## src/rtl/fifo_pkg.sv

```systemverilog
// Shared helpers for the stream FIFO: pointer wrap, level width and the
// default softmax reciprocal seed used to preload the buffer.
package fifo_pkg;

   localparam logic [15:0] SOFTMAX_SEED = 16'h0005;

   // Occupancy must represent 0..n inclusive, hence n+1 values.
   function automatic int clog2_level(input int n);
      return $clog2(n + 1);
   endfunction

   // Depth may be non-power-of-two, so the wrap is an explicit compare
   // rather than relying on the pointer overflowing naturally.
   function automatic int ptr_next(input int ptr, input int n);
      return (ptr == n - 1) ? 0 : ptr + 1;
   endfunction

endpackage

```

## src/rtl/fifo_ptr.sv

```systemverilog
// Circular pointer register for the stream FIFO. Advances by one on
// request and wraps from N-1 back to 0; loads RESET_VAL on synchronous rst.
module fifo_ptr
   import fifo_pkg::*;
#(
   parameter int N         = 32,
   parameter int RESET_VAL = 0,
   parameter int PW        = $clog2(N)
) (
   input  logic          clk,
   input  logic          rst,
   input  logic          advance,
   output logic [PW-1:0] ptr
);

   // Pointer state: reset value on rst, wrap-aware increment on advance.
   always_ff @(posedge clk) begin
      if (rst) begin
         ptr <= PW'(RESET_VAL);
      end else if (advance) begin
         ptr <= PW'(ptr_next(int'(ptr), N));
      end
   end

endmodule

```

## src/rtl/stream_fifo.sv

```systemverilog
// Stream FIFO between the exponent and normaliser stages of the softmax
// datapath. Supports preloaded seed entries, non-power-of-two depth,
// registered or first-word-fall-through reads, and level/threshold flags.
// Optional sticky overflow/underflow flags: define STREAM_FIFO_ERR_FLAGS_EN.
module stream_fifo
   import fifo_pkg::*;
#(
   parameter int          DW         = 16,
   parameter int          N          = 32,
   parameter int          PRELOAD_N  = 1,
   parameter logic [31:0] INIT_VALUE = 32'(SOFTMAX_SEED),
   parameter int          FWFT       = 0,
   parameter int          AF_THRESH  = N - 2,
   parameter int          AE_THRESH  = 2,
   localparam int         LW         = clog2_level(N),
   localparam int         PW         = $clog2(N)
) (
   input  logic          clk,
   input  logic          rst,
   input  logic          wr_en,
   input  logic [DW-1:0] wr_data,
   input  logic          rd_en,
   output logic [DW-1:0] rd_data,
   output logic          rd_valid,
   output logic          full,
   output logic          empty,
   output logic          almost_full,
   output logic          almost_empty,
   output logic [LW-1:0] level
`ifdef STREAM_FIFO_ERR_FLAGS_EN
   ,
   output logic          overflow_err,
   output logic          underflow_err
`endif
);

   logic [DW-1:0] mem [N];
   logic [PW-1:0] wr_ptr;
   logic [PW-1:0] rd_ptr;
   logic          wr_ok;
   logic          rd_ok;

   // Requests are qualified against the registered full/empty state, so a
   // full FIFO still accepts a read and an empty one still accepts a write.
   assign wr_ok = wr_en & ~full;
   assign rd_ok = rd_en & ~empty;

   fifo_ptr #(
      .N         (N),
      .RESET_VAL (PRELOAD_N % N),
      .PW        (PW)
   ) u_wr_ptr (
      .clk     (clk),
      .rst     (rst),
      .advance (wr_ok),
      .ptr     (wr_ptr)
   );

   fifo_ptr #(
      .N         (N),
      .RESET_VAL (0),
      .PW        (PW)
   ) u_rd_ptr (
      .clk     (clk),
      .rst     (rst),
      .advance (rd_ok),
      .ptr     (rd_ptr)
   );

   // Storage: reset seeds the first PRELOAD_N slots, accepted writes store.
   always_ff @(posedge clk) begin
      if (rst) begin
         for (int i = 0; i < PRELOAD_N; i++) begin
            mem[i] <= DW'(INIT_VALUE);
         end
      end else if (wr_ok) begin
         mem[wr_ptr] <= wr_data;
      end
   end

   // Occupancy: simultaneous accepted read and write leave it unchanged.
   always_ff @(posedge clk) begin
      if (rst) begin
         level <= LW'(PRELOAD_N);
      end else begin
         case ({wr_ok, rd_ok})
            2'b10:   level <= level + LW'(1);
            2'b01:   level <= level - LW'(1);
            default: level <= level;
         endcase
      end
   end

   assign full         = (level == LW'(N));
   assign empty        = (level == '0);
   assign almost_full  = (int'(level) >= AF_THRESH);
   assign almost_empty = (int'(level) <= AE_THRESH);

   generate
      if (FWFT != 0) begin : g_fwft
         assign rd_data  = mem[rd_ptr];
         assign rd_valid = ~empty;
      end else begin : g_reg
         // Registered read: data captured on an accepted read, valid pulses once.
         always_ff @(posedge clk) begin
            if (rst) begin
               rd_data  <= '0;
               rd_valid <= 1'b0;
            end else begin
               rd_valid <= rd_ok;
               if (rd_ok) begin
                  rd_data <= mem[rd_ptr];
               end
            end
         end
      end
   endgenerate

`ifdef STREAM_FIFO_ERR_FLAGS_EN
   // Sticky error flags for rejected requests, cleared only by reset.
   always_ff @(posedge clk) begin
      if (rst) begin
         overflow_err  <= 1'b0;
         underflow_err <= 1'b0;
      end else begin
         if (wr_en & full) begin
            overflow_err <= 1'b1;
         end
         if (rd_en & empty) begin
            underflow_err <= 1'b1;
         end
      end
   end
`endif

endmodule

```

## config.mk

```make
export PLATFORM = sky130hd
export DESIGN_NAME = stream_fifo
export DESIGN_NICKNAME = d
export VERILOG_FILES = /design/src/rtl/fifo_pkg.sv /design/src/rtl/fifo_ptr.sv /design/src/rtl/stream_fifo.sv
export SDC_FILE = /design/constraint.sdc
export NUM_CORES = 1
export LEC_CHECK = 0
export BUFFER_PORTS_ARGS = -buffer_cell sky130_fd_sc_hd__buf_2
export CAP_MARGIN = 20
export CORE_MARGIN = 3
export CORE_UTILIZATION = 30
export CTS_CLUSTER_SIZE = 40
export DETAILED_ROUTE_END_ITERATION = 7
export GPL_ROUTABILITY_DRIVEN = 0
export HOLD_SLACK_MARGIN = 0.15
export PLACE_DENSITY = 0.57
export SLEW_MARGIN = 25
export SYNTH_ARGS = -nofsm -noshare
export SYNTH_HDL_FRONTEND = slang
export SYNTH_SLANG_ARGS = --single-unit
export TNS_END_PERCENT = 100
```

## constraint.sdc

```tcl
create_clock -name clk -period 3.4 [get_ports clk]
set_input_delay 0 -clock clk [delete_from_list [all_inputs] [get_ports clk]]
set_output_delay 0 -clock clk [all_outputs]
set_load 0.005 [all_outputs]
```

==> metrics.txt <==
# TYPE chip_impl_metric gauge
chip_impl_metric{name="preCtsSetupSlack",unit="ps"} 216
chip_impl_info{name="synth_ff_type",value="sky130_fd_sc_hd__edfxtp_1"} 1
chip_impl_info{name="crit_path_end_kind",value="register"} 1
chip_impl_metric{name="yosys.cell_types.count",unit=""} 63
chip_impl_metric{name="post-route-drc-count",unit=""} 0
chip_impl_info{name="yosys-top-cells-count",value="512 x sky130_fd_sc_hd__edfxtp_1, 120 x sky130_fd_sc_hd__mux2i_1, 82 x sky130_fd_sc_hd__nor2_1, 66 x sky130_fd_sc_hd__mux4_2, 37 x sky130_fd_sc_hd__clkbuf_1"} 1
chip_impl_metric{name="grt_pass1_vias",unit=""} 11900
chip_impl_info{name="beginning_of_the_worst_register_to_register_path",value="level[2]"} 1
chip_impl_metric{name="io_buffer_count",unit=""} 46
chip_impl_metric{name="fillers",unit=""} 6667
chip_impl_info{name="post-synth-top-area-cell",value="sky130_fd_sc_hd__edfxtp_1"} 1
chip_impl_metric{name="io_pins",unit=""} 47
chip_impl_metric{name="fin_ws",unit="ps"} 231
chip_impl_metric{name="via_count",unit=""} 11500
chip_impl_info{name="hp-start",value="wr_data[7]"} 1
chip_impl_metric{name="globalRouteMet1Util",unit="%"} 19.7
chip_impl_info{name="grt-busiest-layer",value="met2"} 1
chip_impl_info{name="grt_setup_unrepaired",value="false"} 1
chip_impl_info{name="clock_tree_from_tritoncts",value="yes"} 1
chip_impl_metric{name="number_of_antenna_violations_at_the_first_check_in_global_routing",unit=""} 1
chip_impl_metric{name="max_cap_viol_count",unit=""} 0
chip_impl_info{name="crit_path_start_kind",value="register"} 1
chip_impl_metric{name="wl_per_cell",unit="µm"} 23.3
chip_impl_metric{name="grt_max_degree",unit=""} 62
chip_impl_info{name="hold_class",value="in2reg"} 1
chip_impl_metric{name="h-tree-depth",unit=""} 2
chip_impl_metric{name="reg2reg_setup_slack",unit="ps"} 230
chip_impl_metric{name="wirelength",unit="mm"} 53.4
chip_impl_metric{name="final_core_utilization",unit="%"} 35.4
chip_impl_metric{name="chipHeight",unit="µm"} 275
chip_impl_metric{name="multi_input_area",unit="mm²"} 0.00530
chip_impl_metric{name="asyncSetResetFlopFracSynth",unit="%"} 0
chip_impl_metric{name="grt_overflow",unit=""} 0
chip_impl_metric{name="cts_inserted_buffers",unit=""} 54
chip_impl_info{name="synthTopCellsByArea",value="sky130_fd_sc_hd__edfxtp_1 71%, sky130_fd_sc_hd__mux4_2 6.8%, sky130_fd_sc_hd__mux2i_1 5.5%, sky130_fd_sc_hd__dfxtp_1 3.0%, sky130_fd_sc_hd__nor2_1 1.4%"} 1
chip_impl_metric{name="postSynthNetCount",unit=""} 1212
chip_impl_metric{name="first_pass_grt_wire_length",unit="mm"} 78.7
chip_impl_metric{name="grt_use_met2",unit="%"} 22.2
chip_impl_info{name="min_to",value="mem[17][7]"} 1
chip_impl_info{name="outcome",value="finished, final reports clean"} 1
chip_impl_metric{name="synth_edf_count",unit=""} 512
chip_impl_metric{name="drtAntennaViolNets",unit=""} 0
chip_impl_metric{name="fin_worst_hold_slack",unit="ps"} 157
chip_impl_metric{name="clk_latency",unit="ps"} 590
chip_impl_metric{name="groute.layer.met3.usage",unit="%"} 2.83
chip_impl_metric{name="report.final.setup_viol",unit=""} 0
chip_impl_metric{name="seq_area",unit="mm²"} 0.0160
chip_impl_metric{name="critical_path.max_fanout",unit=""} 7
chip_impl_metric{name="finish.cell_count_without_fillers",unit=""} 2291
chip_impl_metric{name="dp_hpwl",unit="mm"} 32.8
chip_impl_metric{name="worstMarginPinSlew",unit="ps"} 893
chip_impl_metric{name="placed_cells",unit=""} 2177
chip_impl_metric{name="synth.avg_cell_area",unit="µm²"} 18.4
chip_impl_metric{name="hold_violations",unit=""} 0
chip_impl_metric{name="track_usage",unit="%"} 14.0
chip_impl_metric{name="fin_skew",unit="ps"} 16.9
chip_impl_metric{name="core_area",unit="mm²"} 0.0717
chip_impl_metric{name="cts-root-to-sink-buffers",unit=""} 3
chip_impl_metric{name="detailedRoute.firstPassIterationCount",unit=""} 5
chip_impl_metric{name="synth.ff_latch_count",unit=""} 545
chip_impl_metric{name="finalSetupTns",unit="ps"} 0
chip_impl_metric{name="core_rows",unit=""} 98
chip_impl_metric{name="clock_tree_sinks",unit=""} 545
chip_impl_metric{name="first_iter_violations",unit=""} 875
chip_impl_metric{name="antenna_cells_inserted",unit=""} 0
chip_impl_metric{name="finalMaxSlewViolations",unit=""} 0
chip_impl_metric{name="powerDensity",unit="mW/mm²"} 639
chip_impl_info{name="synthMostInstantiatedCell",value="sky130_fd_sc_hd__edfxtp_1"} 1
chip_impl_metric{name="yosysWarningCount",unit=""} 0
chip_impl_metric{name="routed_via_density",unit=""} 5.01
chip_impl_metric{name="timing.slew.headroom",unit="%"} 40.4
chip_impl_metric{name="synth_seq_area_share",unit="%"} 73.7
chip_impl_metric{name="peakVddDrop",unit="mV"} 0.463
chip_impl_metric{name="r2r_cells",unit=""} 10
chip_impl_metric{name="clk_transition_reported_paths",unit="ps"} 60
chip_impl_metric{name="mappedNetlistArea",unit="mm²"} 0.0218
chip_impl_metric{name="layout-drive-gt1-share",unit="%"} 23.9
chip_impl_metric{name="maximum_clock_rate",unit="MHz"} 316
chip_impl_metric{name="period_share",unit="%"} 93.2
chip_impl_info{name="regToRegEndpoint",value="level[5]"} 1
chip_impl_metric{name="initial_util",unit="%"} 30.3
chip_impl_info{name="ctsRootBufferMaster",value="sky130_fd_sc_hd__clkbuf_16"} 1
chip_impl_metric{name="hold-path-cell-count",unit=""} 2
chip_impl_metric{name="postSynthCellCount",unit=""} 1182
chip_impl_metric{name="layout.nets",unit=""} 1328
chip_impl_metric{name="final.min_clock_period",unit="ps"} 3170
chip_impl_metric{name="worst_ep_arrival_time",unit="ps"} 3640
chip_impl_metric{name="static-leakage-power",unit="nW"} 8.22
chip_impl_info{name="type_of_the_setup_path_with_the_least_slack",value="reg2reg"} 1
chip_impl_metric{name="synth_top_area_share",unit="%"} 70.6
chip_impl_metric{name="die_width",unit="µm"} 275
chip_impl_metric{name="crit_required",unit="ps"} 3870
chip_impl_metric{name="postCtsSetupRepairBufs",unit=""} 0
chip_impl_metric{name="design.die.area",unit="mm²"} 0.0758
chip_impl_metric{name="area_growth",unit="%"} 16.6
sequential cells by signal (all words and copies together) (netlist names):
| signal | flops |
|---|---|
| u_rd_ptr.ptr | 5 |
| rd_valid | 1 |
| level | 6 |
| mem | 512 |
| u_wr_ptr.ptr | 5 |
| rd_data | 16 |
through the flow:
| step | instance area (µm²) | power, mW |
|---|---|---|
| after floorplan | 21800 | 9.55 |
| after CTS | 25400 | 16.4 |
| after global routing | 25400 | 16.9 |
| after global placement | 23400 | 10.2 |
| after detailed placement | 23400 | 10.2 |
| final | 25400 | 16.2 |
where the power goes:
part           total (mW)  internal (mW)  switching (mW)
combinational        2.38           1.06            1.33
sequential           7.70           7.50           0.204
clock                6.14           3.64            2.49
total                16.2           12.2            4.02
per-layer routing:
metal	share of wire [%]	wire length (µm)	up-vias
met2	46	24500	367
met3	7.1	3800	88
met1	45	23900	5976
li1	-	-	5044
met4	2.2	1180	0
met5	0	0	-
worst max-delay path, stage by stage, from the launching register on:
cell	delay [ps]
sky130_fd_sc_hd__dfxtp_1	350
sky130_fd_sc_hd__or3_1	470
sky130_fd_sc_hd__o41ai_2	280
sky130_fd_sc_hd__inv_1	110
sky130_fd_sc_hd__ha_1	310
sky130_fd_sc_hd__ha_1	300
sky130_fd_sc_hd__a21o_1	180
sky130_fd_sc_hd__a21o_1	210
sky130_fd_sc_hd__a2111o_1	410
sky130_fd_sc_hd__o211ai_1	100
sky130_fd_sc_hd__mux2_2	350
cells in the final DEF (no fill, tap or decap), types with 14 or more instances in the layout:
cell and count:
sky130_fd_sc_hd__mux4_2 66, sky130_fd_sc_hd__buf_4 69, sky130_fd_sc_hd__a21oi_1 19, sky130_fd_sc_hd__dfxtp_1 29
sky130_fd_sc_hd__mux2i_1 120, sky130_fd_sc_hd__nor3_1 14, sky130_fd_sc_hd__edfxtp_1 512, sky130_fd_sc_hd__a221o_1 25
sky130_fd_sc_hd__nor2_2 23, sky130_fd_sc_hd__nor2_1 55, sky130_fd_sc_hd__clkbuf_16 56, sky130_fd_sc_hd__buf_2 46
sky130_fd_sc_hd__a221oi_1 16, sky130_fd_sc_hd__nand2_1 24, sky130_fd_sc_hd__dlygate4sd3_1 15
kinds of logic (layout without fill, tap and decap cells):
group,Yosys count,in the layout,share of synthesized area [%]
adders and majority gates,10,10,0.609
xor gates and xnor gates,3,3,0.121
AOI/OAI and AO/OA,165,165,6.02
muxes,196,196,13.2
DFF,545,545,73.7
and+or+nand+nor,177,177,3.86
buffers and inverters,86,245,2.50
final cells by class:
cell class	instances	area share [%]
repair buffers	133	3.78
inverters	13	0.192
clock buffers	71	5.94
well taps	950	4.68
multi-input cells	551	20.9
clock inverters	28	1.29
flip-flops and latches	545	63.2
what timing repair did:
| item | 4_1_cts | 5_1_grt |
|---|---|---|
| gates resized for setup | 0 | 0 |
| hold endpoints to repair | 360 | 0 |
| hold buffers | 15 | 0 |
how the worst max path moves through the flow:
stage                     slack, ps  endpoint      from
after global routing             20  level[5]  level[2]
after global placement          230  level[5]  level[2]
after detailed placement        220  level[5]  level[2]
after CTS                       210  level[5]  level[2]
final                           230  level[5]  level[2]
after floorplan                  20  level[5]  level[2]
(Power assumes the default switching activity.)
